File: config.mk
export PLATFORM = sky130hd
export DESIGN_NAME = edge_drawer
export DESIGN_NICKNAME = d
export VERILOG_FILES = /design/src/rtl/edge_drawer_pkg.sv /design/src/rtl/edge_drawer_walker.sv /design/src/rtl/edge_drawer.sv
export SDC_FILE = /design/constraint.sdc
export NUM_CORES = 1
export LEC_CHECK = 0
export BUFFER_PORTS_ARGS = -buffer_cell sky130_fd_sc_hd__buf_2
export CORE_ASPECT_RATIO = 1.25
export CORE_MARGIN = 1.5
export CORE_UTILIZATION = 55
export DETAILED_ROUTE_END_ITERATION = 8
export MAX_ROUTING_LAYER = met4
export PLACE_DENSITY = 0.77
export SYNTH_ARGS = -nofsm -noshare
export SYNTH_HDL_FRONTEND = slang
export SYNTH_HIERARCHICAL = 1
export SYNTH_SLANG_ARGS = --single-unit
File: constraint.sdc
create_clock -name clock -period 3.8 [get_ports clock]
set_input_delay 0.76 -clock clock [delete_from_list [all_inputs] [get_ports clock]]
set_output_delay 0.76 -clock clock [all_outputs]
set_load 0.01 [all_outputs]
File: src/rtl/edge_drawer_pkg.sv
// Shared definitions for the edge drawer: etype bit positions, frame geometry,
// FSM state encoding and the degenerate-edge test.
// Latency: n/a (definitions only). Backpressure: n/a.
package edge_drawer_pkg;

    // etype bit positions
    localparam int ET_VERT = 0;
    localparam int ET_HORZ = 1;
    localparam int ET_INV  = 2;

    // Frame geometry: 128 columns x 64 rows, address = {y, x}
    localparam int X_W    = 7;
    localparam int Y_W    = 6;
    localparam int ADDR_W = X_W + Y_W;
    localparam logic [X_W-1:0] X_MAX = 7'd127;
    localparam logic [Y_W-1:0] Y_MAX = 6'd63;

    typedef enum logic [1:0] {
        ST_IDLE   = 2'b00,
        ST_DRAW   = 2'b01,
        ST_DONE   = 2'b10,
        ST_SETTLE = 2'b11
    } state_e;

    // An edge that walks backwards has nothing to draw.
    function automatic logic is_degenerate(
        input logic [1:0]     dir,
        input logic [X_W-1:0] xs,
        input logic [X_W-1:0] xe,
        input logic [Y_W-1:0] ys,
        input logic [Y_W-1:0] ye
    );
        return (dir[ET_VERT] && (ys > ye)) || (dir[ET_HORZ] && (xs > xe));
    endfunction

endpackage

File: src/rtl/edge_drawer_walker.sv
// edge_walker: coordinate counter for one edge, with the end-of-edge compare.
// Latency: loads on load_i, steps one pixel per accepted write (adv_i).
// Backpressure: coordinates hold while adv_i is low, so a stalled pixel is kept.
// Ports: clk_i/rst_ni clock and async active-low reset; load_i captures
//        start/end coordinates and direction; adv_i marks a completed write;
//        cur_x_o/cur_y_o current pixel; at_end_o current pixel is the last one.
module edge_walker
    import edge_drawer_pkg::*;
(
    input  logic           clk_i,
    input  logic           rst_ni,
    input  logic           load_i,
    input  logic           adv_i,
    input  logic           vert_i,
    input  logic [X_W-1:0] xstart_i,
    input  logic [X_W-1:0] xend_i,
    input  logic [Y_W-1:0] ystart_i,
    input  logic [Y_W-1:0] yend_i,
    output logic [X_W-1:0] cur_x_o,
    output logic [Y_W-1:0] cur_y_o,
    output logic           at_end_o
);

    logic [X_W-1:0] cur_x_q, cur_x_d, end_x_q, end_x_d;
    logic [Y_W-1:0] cur_y_q, cur_y_d, end_y_q, end_y_d;
    logic           vert_q, vert_d;

    // The end compare is made before any increment, so the walker never
    // steps past the frame edge.
    assign at_end_o = vert_q ? (cur_y_q == end_y_q) : (cur_x_q == end_x_q);
    assign cur_x_o  = cur_x_q;
    assign cur_y_o  = cur_y_q;

    always_comb begin
        cur_x_d = cur_x_q;
        cur_y_d = cur_y_q;
        end_x_d = end_x_q;
        end_y_d = end_y_q;
        vert_d  = vert_q;
        if (load_i) begin
            cur_x_d = xstart_i;
            cur_y_d = ystart_i;
            end_x_d = xend_i;
            end_y_d = yend_i;
            vert_d  = vert_i;
        end else if (adv_i && !at_end_o) begin
            // Frame-max guard keeps the counter saturated even if the end
            // registers were ever loaded inconsistently.
            if (vert_q) begin
                if (cur_y_q != Y_MAX) cur_y_d = cur_y_q + 1'b1;
            end else begin
                if (cur_x_q != X_MAX) cur_x_d = cur_x_q + 1'b1;
            end
        end
    end

    always_ff @(posedge clk_i or negedge rst_ni) begin
        if (!rst_ni) begin
            cur_x_q <= '0;
            cur_y_q <= '0;
            end_x_q <= '0;
            end_y_q <= '0;
            vert_q  <= 1'b0;
        end else begin
            cur_x_q <= cur_x_d;
            cur_y_q <= cur_y_d;
            end_x_q <= end_x_d;
            end_y_q <= end_y_d;
            vert_q  <= vert_d;
        end
    end

endmodule

File: src/rtl/edge_drawer.sv
// edge_drawer: rasterizes one axis-aligned edge into the 128x64 frame buffer.
// Latency: first write one cycle after the edge is seen; donedge one cycle after the last write.
// Backpressure: wr_en/wr_addr/wr_data hold while wr_ready is low; stalls indefinitely.
// Ports: clock/reset (async active-low); xstart/xend/ystart/yend/etype/color edge
//        description from the calculator; wr_ready grant; wr_en/wr_addr/wr_data
//        pixel write; donedge one-cycle finish pulse; busy high outside IDLE.
module edge_drawer
    import edge_drawer_pkg::*;
#(
    parameter int SETTLE  = 2,
    parameter int COLOR_W = 3
) (
    input  logic               clock,
    input  logic               reset,
    input  logic [X_W-1:0]     xstart,
    input  logic [X_W-1:0]     xend,
    input  logic [Y_W-1:0]     ystart,
    input  logic [Y_W-1:0]     yend,
    input  logic [2:0]         etype,
    input  logic [COLOR_W-1:0] color,
    input  logic               wr_ready,
    output logic               wr_en,
    output logic [ADDR_W-1:0]  wr_addr,
    output logic [COLOR_W-1:0] wr_data,
    output logic               donedge,
    output logic               busy
);

    localparam int CNT_W = (SETTLE > 1) ? $clog2(SETTLE + 1) : 1;

    state_e             state_q;
    logic               wr_en_q;
    logic               donedge_q;
    logic [COLOR_W-1:0] col_q;
    logic [CNT_W-1:0]   cnt_q;

    logic [X_W-1:0] cur_x;
    logic [Y_W-1:0] cur_y;
    logic           at_end;

    // 01 = vertical, 10 = horizontal; 11 is treated the same as no edge.
    logic edge_present, skip_edge, start_draw, wr_done;

    assign edge_present = etype[ET_VERT] ^ etype[ET_HORZ];
    assign skip_edge    = etype[ET_INV] |
                          is_degenerate(etype[1:0], xstart, xend, ystart, yend);
    assign start_draw   = (state_q == ST_IDLE) && edge_present && !skip_edge;
    // wr_en_q is only ever high in DRAW, so this is the completed-write strobe.
    assign wr_done      = wr_en_q && wr_ready;

    edge_walker u_walker (
        .clk_i    (clock),
        .rst_ni   (reset),
        .load_i   (start_draw),
        .adv_i    (wr_done),
        .vert_i   (etype[ET_VERT]),
        .xstart_i (xstart),
        .xend_i   (xend),
        .ystart_i (ystart),
        .yend_i   (yend),
        .cur_x_o  (cur_x),
        .cur_y_o  (cur_y),
        .at_end_o (at_end)
    );

    always_ff @(posedge clock or negedge reset) begin
        if (!reset) begin
            state_q   <= ST_IDLE;
            wr_en_q   <= 1'b0;
            donedge_q <= 1'b0;
            col_q     <= '0;
            cnt_q     <= '0;
        end else begin
            donedge_q <= 1'b0;
            case (state_q)
                ST_IDLE: begin
                    if (edge_present) begin
                        col_q <= color;
                        if (skip_edge) begin
                            state_q   <= ST_DONE;
                            donedge_q <= 1'b1;
                        end else begin
                            state_q <= ST_DRAW;
                            wr_en_q <= 1'b1;
                        end
                    end
                end
                ST_DRAW: begin
                    if (wr_done && at_end) begin
                        state_q   <= ST_DONE;
                        wr_en_q   <= 1'b0;
                        donedge_q <= 1'b1;
                    end
                end
                ST_DONE: begin
                    if (SETTLE == 0) begin
                        state_q <= ST_IDLE;
                    end else begin
                        state_q <= ST_SETTLE;
                        cnt_q   <= CNT_W'(SETTLE);
                    end
                end
                ST_SETTLE: begin
                    // Leave on the cycle the count hits zero, giving the
                    // calculator SETTLE cycles to present its next edge.
                    cnt_q <= cnt_q - 1'b1;
                    if (cnt_q == CNT_W'(1)) state_q <= ST_IDLE;
                end
                default: state_q <= ST_IDLE;
            endcase
        end
    end

    assign wr_en   = wr_en_q;
    assign wr_addr = {cur_y, cur_x};
    assign wr_data = col_q;
    assign donedge = donedge_q;
    assign busy    = (state_q != ST_IDLE);

endmodule

==> qor.txt, run 1 <==
status: finished clean
YS warnings: 6
Post-synth EDFFs: 0
Top Layer Used: met4
post-route cell area: 2710 sq um
Critical Path Start Type: input pin
top_reg_cell synth: dfrtp_1
nets: 341
max-slew headroom at the worst pin: 44.1%
vias in the first global route: 1,741
Post-CTS Setup Bufs: 0
Pre-antenna DRT Iters: 4
vias: 1,858
Req. time, crit path: 3970 ps
Peak VDD IR: 334 uV
CP endpoint: u_walker/cur_x_o[2]
Die ar.: 4550 sq um
FP Rows: 26
Slew @ Worst Pin: 838 ps
Iter 0 DRT Violations: 103
Leak: 1.31 nW
Sw Ratio: 40.6%
skew final: 8.89 ps
WL met2: 2650 um
share of cells above drive strength 1: 30.7%
Cell Int Power: 0.00115 W
CTS Buf Count: 5
# diodes: 0
total wire length: 4920 um
GRT Resource Usage Total: 23.8%
worst hold slack: 485 ps
setup repair after global routing missed its margin: no
main area contributors after synthesis: dfrtp_1 (39%), ha_1 (11%), mux2_2 (8.4%)
FFs w/ async S/R, synth: 100%
CTS Hold Bufs: 0
DRC: 0
largest area contributor in the netlist: dfrtp_1
power density over cell area: 715 nW/um^2
Register-to-Register Path Depth: 7
Psw: 0.000788 W
final setup violation count: 0
core box area: 4030 sq um
H-tree Lvls: 2
fmax: 325 MHz
Max clock buf depth: 2
post-synthesis cell area: 2280 sq um
M1 WL: 2060 um
reg2reg end: u_walker/cur_x_o[2]
fill count: 354
register area share after synthesis: 39.5%
max-slew violations: 0
Final Util: 67.3%
clk sinks: 36
initial antenna violation count: 0
# IOs: 54
CP arrival: 3250 ps
Port Buffers: 53
routed vias/inst: 5.42
grt ovf: 0
Worst Path Class, Setup: in -> reg
Tcrit/Tclk final: 81.0%
Non-Filler Instances: 343
gpl congestion: 0.913
r2r startpoint: state_q[0]
top cells by count, synth: dfrtp_1 (36), inv_1 (22), ha_1 (20)
largest net degree at the start of global routing: 37
Initial Utilization: 56.5%
Logic pwr share: 45.7%
first-pass GRT wire length: 7800 um
synthesized netlist cell count: 229
ANT nets after route: 0
area post-placement: 2620 sq um
Syn Nets: 284
Crit. End Element: flip-flop
Sum Neg Setup Slack: 0 ps
sequential power share: 39.6%
post-DP HPWL: 3790 um
PostCTS Resize Cnt: 0
WL met3: 182 um
CTS Root Cell: clkbuf_8
Synth Register Bits: 36
Hold Path Class: reg -> reg
count leader, synth: dfrtp_1
number of max-cap violations: 0
CP Launch Point: ystart[5]
insertion delay to the later sink of the worst-skew pair: 290 ps
syn avg cell area: 9.96 sq um
post-synth cell types: 41
Reg clk slew, reported paths: 80 ps
dpl cells: 335
WL/cell: 14.3 um
Final Hold Viols: 0
synthesis-to-layout area growth: 19.0%
FF-to-FF setup slack: 1620 ps
CP Max Fanout: 15
Die Y: 75 um
min Tclk post-route: 3080 ps
Die W: 60.6 um
TritonCTS clock tree: yes
Yosys top cell area share: 39.5%
clock share of power: 14.7%
## power by group through the flow
| stage | logic (W) | registers [W] | clock network [W] |
|---|---|---|---|
| after floorplan | 0.000613 | 0.000772 | 0 |
| after global placement | 0.000865 | 0.000768 | 0 |
| after detailed placement | 0.000885 | 0.000775 | 0 |
| after CTS | 0.000892 | 0.000767 | 0.000294 |
| after global routing | 0.000996 | 0.000797 | 0.000304 |
| final | 0.000887 | 0.000768 | 0.000285 |
## through the flow
| step | power, W | worst slack [ps] |
|---|---|---|
| 2_1_floorplan | 0.00138 | 645 |
| 3_3_place_gp | 0.00163 | 491 |
| 3_5_place_dp | 0.00166 | 436 |
| 4_1_cts | 0.00195 | 743 |
| 5_1_grt | 0.00210 | 578 |
| 6_report | 0.00194 | 724 |
## area by class of cell
cell class	instances	area, sq um	share of cell area [%]
clock buffer	6	82.6	3.04
clock inverter	2	10.0	0.369
inverter	22	82.6	3.04
multi-input combinational	167	1280	47.3
sequential	36	901	33.2
tap	56	70.1	2.58
timing repair buffer	54	285	10.5
## layer usage
metal,vias to the layer above,GRT usage (%)
li1,925,-
met1,886,27.8
met4,0,5.07
met3,2,3.61
met5,-,-
met2,45,42.7
## registers in the layout, summed over array words and instances (netlist names)
register          flops
u_walker/cur_y_o      6
u_walker/end_y_q      6
donedge               1
cnt_q                 2
wr_data               3
u_walker/end_x_q      7
u_walker/cur_x_o      7
state_q               2
wr_en                 1
u_walker/vert_q       1
## kinds of logic (layout without fill, tap and decap cells)
group           after synthesis  in the layout  synth area share [%]
xor+xnor                     19             19                  7.30
buf+inv                      26             84                  4.28
simple gates                 63             63                  14.2
fa+ha+maj                    20             20                  11.0
mux                          19             19                  9.27
compound gates               46             46                  14.5
flops                        36             36                  39.5
## how the worst min path moves through the flow
| stage | startpoint | slack [ps] | to | depth (start not counted) |
|---|---|---|---|---|
| after floorplan | cnt_q[0] | 450 | cnt_q[0] | 1 |
| after global placement | cnt_q[0] | 470 | cnt_q[0] | 1 |
| after detailed placement | cnt_q[0] | 480 | cnt_q[0] | 1 |
| after CTS | cnt_q[0] | 490 | cnt_q[0] | 1 |
| after global routing | cnt_q[0] | 530 | cnt_q[0] | 1 |
| final | cnt_q[0] | 480 | cnt_q[0] | 1 |
## worst max-delay path, stage by stage
cell and delay (ps):
buf_2 110, ha_1 320, a211o_1 340, o32ai_4 330
and2_1 180, and3_1 420, inv_1 340, nand2_1 130
a21oi_1 50, a211o_1 280
## layout by cell type, fill, tap and decap left out, types with 3 or more instances in the layout
master	synthesis	final
a31oi_1	4	4
and3_1	4	4
dfrtp_1	36	36
nand3_1	11	11
and2_1	3	3
clkbuf_8	0	6
o211ai_1	3	3
mux2_2	17	17
nor2_1	14	14
nand2_1	18	18
buf_2	0	53
a21oi_1	11	11
nand4_1	4	4
xor2_1	10	10
ha_1	20	20
o21ai_0	8	8
inv_1	22	22
xnor2_1	9	9
No activity file was read; power rests on OpenSTA's default activity.
==> inputs of run 2 (changes only) <==
CORE_UTILIZATION = 54   (was 55)
PLACE_DENSITY = 0.76   (was 0.77)
clock period = 3 ns   (was 3.8 ns; I/O delays follow)
==> run 2 against run 1 <==
Net effect:
- clock power up 24%
- core utilization down 0.23 points
- critical path depth unchanged
- non-clock buffer count up 2
- wire length up 0.92%
- setup slack worse by 320 ps
- critical endpoint unchanged
- highest routed layer unchanged
==> qor.txt, run 2 (same netlist as run 1, synthesis figures left out) <==
fill count: 340
CTS Root Cell: clkbuf_8
PostCTS Resize Cnt: 0
routed vias/inst: 5.52
Leak: 1.31 nW
synthesis-to-layout area growth: 19.5%
Cell Int Power: 0.00147 W
CP Max Fanout: 9
Tcrit/Tclk final: 86.6%
WL/cell: 14.4 um
Reg clk slew, reported paths: 70 ps
post-DP HPWL: 3770 um
dpl ws: 121 ps
Pre-antenna DRT Iters: 4
largest net degree at the start of global routing: 37
CTS Hold Bufs: 0
clock share of power: 14.3%
Die Y: 75.7 um
Sum Neg Setup Slack: 0 ps
Psw: 0.000992 W
insertion delay to the later sink of the worst-skew pair: 280 ps
Worst path max stage delay: 340 ps
sequential power share: 39.4%
# diodes: 0
min Tclk post-route: 2600 ps
# IOs: 54
Worst path top cell family by delay: compound AO/OA/AOI/OAI gates
GRT Resource Usage Total: 24.3%
gpl congestion: 0.818
Initial Utilization: 56.1%
Critical Path Start Type: input pin
grt ovf: 0
vias: 1,905
vias in the first global route: 1,906
nets: 343
H-tree Lvls: 2
fmax: 385 MHz
CP arrival: 2770 ps
Worst Path Class, Setup: in -> reg
Req. time, crit path: 3170 ps
Max clock buf depth: 2
Hold Path Class: in -> async
power density over cell area: 903 nW/um^2
Slew @ Worst Pin: 830 ps
core box area: 4070 sq um
worst hold slack: 417 ps
Crit. End Element: flip-flop
final setup violation count: 0
Buf/Inv on CP: 2
Final Util: 67.0%
Sw Ratio: 40.3%
Die W: 61.1 um
Die ar.: 4630 sq um
TritonCTS clock tree: yes
CP max-delay cell: a211o_1
FP Rows: 26
most common cell after layout, fill and taps aside: buf_2
Logic pwr share: 46.3%
Storage cell area: 901 sq um
max-slew violations: 0
setup repair after global routing missed its margin: no
Post-CTS Setup Bufs: 0
commonest non-fill, non-tap cells in the layout: buf_2 (53), dfrtp_1 (36), inv_1 (22)
multi-input logic area: 1280 sq um
Port Buffers: 53
number of max-cap violations: 0
Final Hold Viols: 0
CTS Buf Count: 5
worst setup margin: 401 ps
clk sinks: 36
Iter 0 DRT Violations: 74
skew final: 1.84 ps
total wire length: 4960 um
share of cells above drive strength 1: 30.4%
CP cell instances: buf_2, ha_1, a211o_1, o32ai_4, and2_1, and3_1, buf_4, nor2_1, and3_1, a211o_1
first-pass GRT wire length: 8110 um
Peak VDD IR: 429 uV
status: finished clean
ANT nets after route: 0
max-slew headroom at the worst pin: 44.6%
initial antenna violation count: 0
DRC: 0
-- run 2: changes by cell type in the layout (fill, tap and decap cells not counted) --
cell	delta
clkinv_2	-2
buf_4	+2
clkbuf_1	+2
-- run 2: layout make-up --
cell class / count / share of cell area (%)
inverters: 22 / 3.03
clock buffers: 8 / 3.30
repair buffers: 56 / 11.0
well taps: 56 / 2.57
flip-flops and latches: 36 / 33.0
multi-input cells: 167 / 47.0
-- run 2: power by group through the flow --
stage          Combinational, W  Sequential [W]  Clock [W]
6_report                0.00114        0.000970   0.000353
5_1_grt                 0.00128         0.00101   0.000382
4_1_cts                 0.00115        0.000970   0.000367
3_5_place_dp            0.00114        0.000977          0
3_3_place_gp            0.00110        0.000970          0
2_1_floorplan          0.000776        0.000978          0
-- run 2: worst paths after layout --
kind                                          start                  end  slack (ps)  cells past startpoint
min in group clock                         cnt_q[0]             cnt_q[0]         500                      1
worst max register to register  u_walker/cur_x_o[5]           state_q[1]         900                      7
worst min-delay path                          reset  u_walker/cur_x_o[6]         420                      1
worst min register to register             cnt_q[0]             cnt_q[0]         500                      1
worst max-delay path                      ystart[5]  u_walker/cur_x_o[2]         400                     10
max in group asynchronous                     reset  u_walker/end_y_q[5]        2060                      1
-- run 2: stage by stage --
step	cell area [sq um]	cells	power [W]
after detailed placement	2640	337	0.00211
final	2730	345	0.00246
after global placement	2640	337	0.00207
after global routing	2730	345	0.00267
after floorplan	2280	229	0.00175
after CTS	2730	345	0.00248
-- run 2: per-layer routing --
metal / share of wire [%] / GRT usage, %
met4: 0.89 / 8.70
met3: 3.7 / 4.92
met5: 0 / -
met2: 54 / 44.7
met1: 41 / 24.9
==> inputs of run 3 (changes only) <==
REMOVE_ABC_BUFFERS = 1   (was unset)
==> run 3 against run 2 <==
Net effect:
- via count increased by 1.9%
- cell count increased by 0.58%
- clock power increased by 2%
- flip-flop and latch count unchanged
- core utilization increased by 0.43 points
- highest routed layer unchanged
- count of clock-buffer cells in the layout decreased by 2
- largest power group unchanged
- final area increased by 0.64%
==> qor.txt, run 3 (same netlist as run 1, synthesis figures left out) <==
Slew @ Worst Pin: 803 ps
H-tree Lvls: 2
largest net degree at the start of global routing: 37
CP arrival: 2780 ps
Crit. End Element: flip-flop
ANT nets after route: 0
PostCTS Resize Cnt: 0
Leak: 1.33 nW
Reg clk slew, reported paths: 80 ps
Die ar.: 4630 sq um
post-DP HPWL: 3800 um
TritonCTS clock tree: yes
dpl cells: 339
Die Y: 75.7 um
max-slew headroom at the worst pin: 46.5%
number of max-cap violations: 0
CTS Root Cell: clkbuf_8
Req. time, crit path: 3180 ps
Iter 0 DRT Violations: 63
total wire length: 4940 um
GRT Resource Usage Total: 24.0%
nets: 345
gpl congestion: 0.848
Port Buffers: 53
grt ovf: 0
Hold Path Class: in -> async
Sum Neg Setup Slack: 0 ps
Die W: 61.1 um
Max clock buf depth: 2
skew final: 10.3 ps
reg2reg end: state_q[1]
insertion delay to the later sink of the worst-skew pair: 290 ps
share of cells above drive strength 1: 31.6%
vias: 1,941
# IOs: 54
Register-to-Register Path Depth: 7
Critical Path Start Type: input pin
clk sinks: 36
final setup violation count: 0
first-pass GRT wire length: 7920 um
CP Max Fanout: 16
WL/cell: 14.2 um
FP Rows: 26
# diodes: 0
power density over cell area: 907 nW/um^2
min Tclk post-route: 2600 ps
Final Hold Viols: 0
r2r startpoint: u_walker/cur_x_o[4]
Peak VDD IR: 441 uV
Post-CTS Setup Bufs: 0
Non-Filler Instances: 347
FF-to-FF setup slack: 890 ps
initial antenna violation count: 0
CTS Buf Count: 5
Tcrit/Tclk final: 86.7%
setup repair after global routing missed its margin: no
core box area: 4070 sq um
fmax: 384 MHz
synthesis-to-layout area growth: 20.3%
most common cell after layout, fill and taps aside: buf_2
commonest non-fill, non-tap cells in the layout: buf_2 (53), dfrtp_1 (36), inv_1 (22)
routed vias/inst: 5.59
max-slew violations: 0
Pre-antenna DRT Iters: 6
Initial Utilization: 56.1%
CTS Hold Bufs: 0
Worst Path Class, Setup: in -> reg
status: finished clean
vias in the first global route: 1,859
DRC: 0
[run 3: cell types whose count changed in the layout (fill, tap and decap cells not counted), sizes merged]
cell	before	now
buf	56	58
clkbuf	8	6
clkinv	0	2
[run 3: per-layer routing]
| layer | GRT usage (%) | part of all wire, % | wire length (um) |
|---|---|---|---|
| met1 | 26.6 | 41 | 2050 |
| met2 | 40.9 | 52 | 2570 |
| met3 | 5.43 | 3.8 | 187 |
| met4 | 10.1 | 2.9 | 141 |
| met5 | - | 0 | 0 |
[run 3: per-stage QoR]
step	instance area (sq um)	util (%)	power (W)	hold slack, ps	worst slack (ps)
floorplan	2270	-	0.00175	304	-255
global placement	2650	65.2	0.00207	470	141
detailed placement	2650	65.2	0.00212	487	95.2
CTS	2740	67.5	0.00249	431	410
global route	2740	67.5	0.00269	463	287
finish	2740	67.5	0.00249	395	398
[run 3: worst max-delay path by stage]
stage	from	to	slack, ps
2_1_floorplan	yend[5]	u_walker/cur_x_o[2]	-250
3_3_place_gp	ystart[5]	u_walker/cur_x_o[2]	140
3_5_place_dp	xstart[6]	u_walker/cur_y_o[4]	100
4_1_cts	ystart[5]	u_walker/cur_x_o[2]	410
5_1_grt	yend[5]	u_walker/cur_x_o[2]	290
6_report	ystart[5]	u_walker/cur_x_o[2]	400
[run 3: power by group]
group	switching (W)	leakage (nW)	total [W]	internal (W)
registers	0.000253	0.427	0.000977	0.000724
logic	0.000590	0.851	0.00115	0.000561
clock network	0.000177	0.0510	0.000361	0.000183
[run 3: critical path: stages]
cell     delay [ps]
buf_2           110
ha_1            320
a211o_1         330
o32ai_4         300
and2_1          180
and3_1          220
buf_12          160
inv_1           140
nand2_1          90
a21oi_1          40
a211o_1         280
[run 3: area by class of cell]
| cell class | count | area, sq um |
|---|---|---|
| fill | 349 | 1320 |
| inverter | 22 | 82.6 |
| multi-input combinational | 167 | 1280 |
| tap | 56 | 70.1 |
| sequential | 36 | 901 |
| timing repair buffer | 58 | 315 |
| clock buffer | 6 | 82.6 |
| clock inverter | 2 | 10.0 |
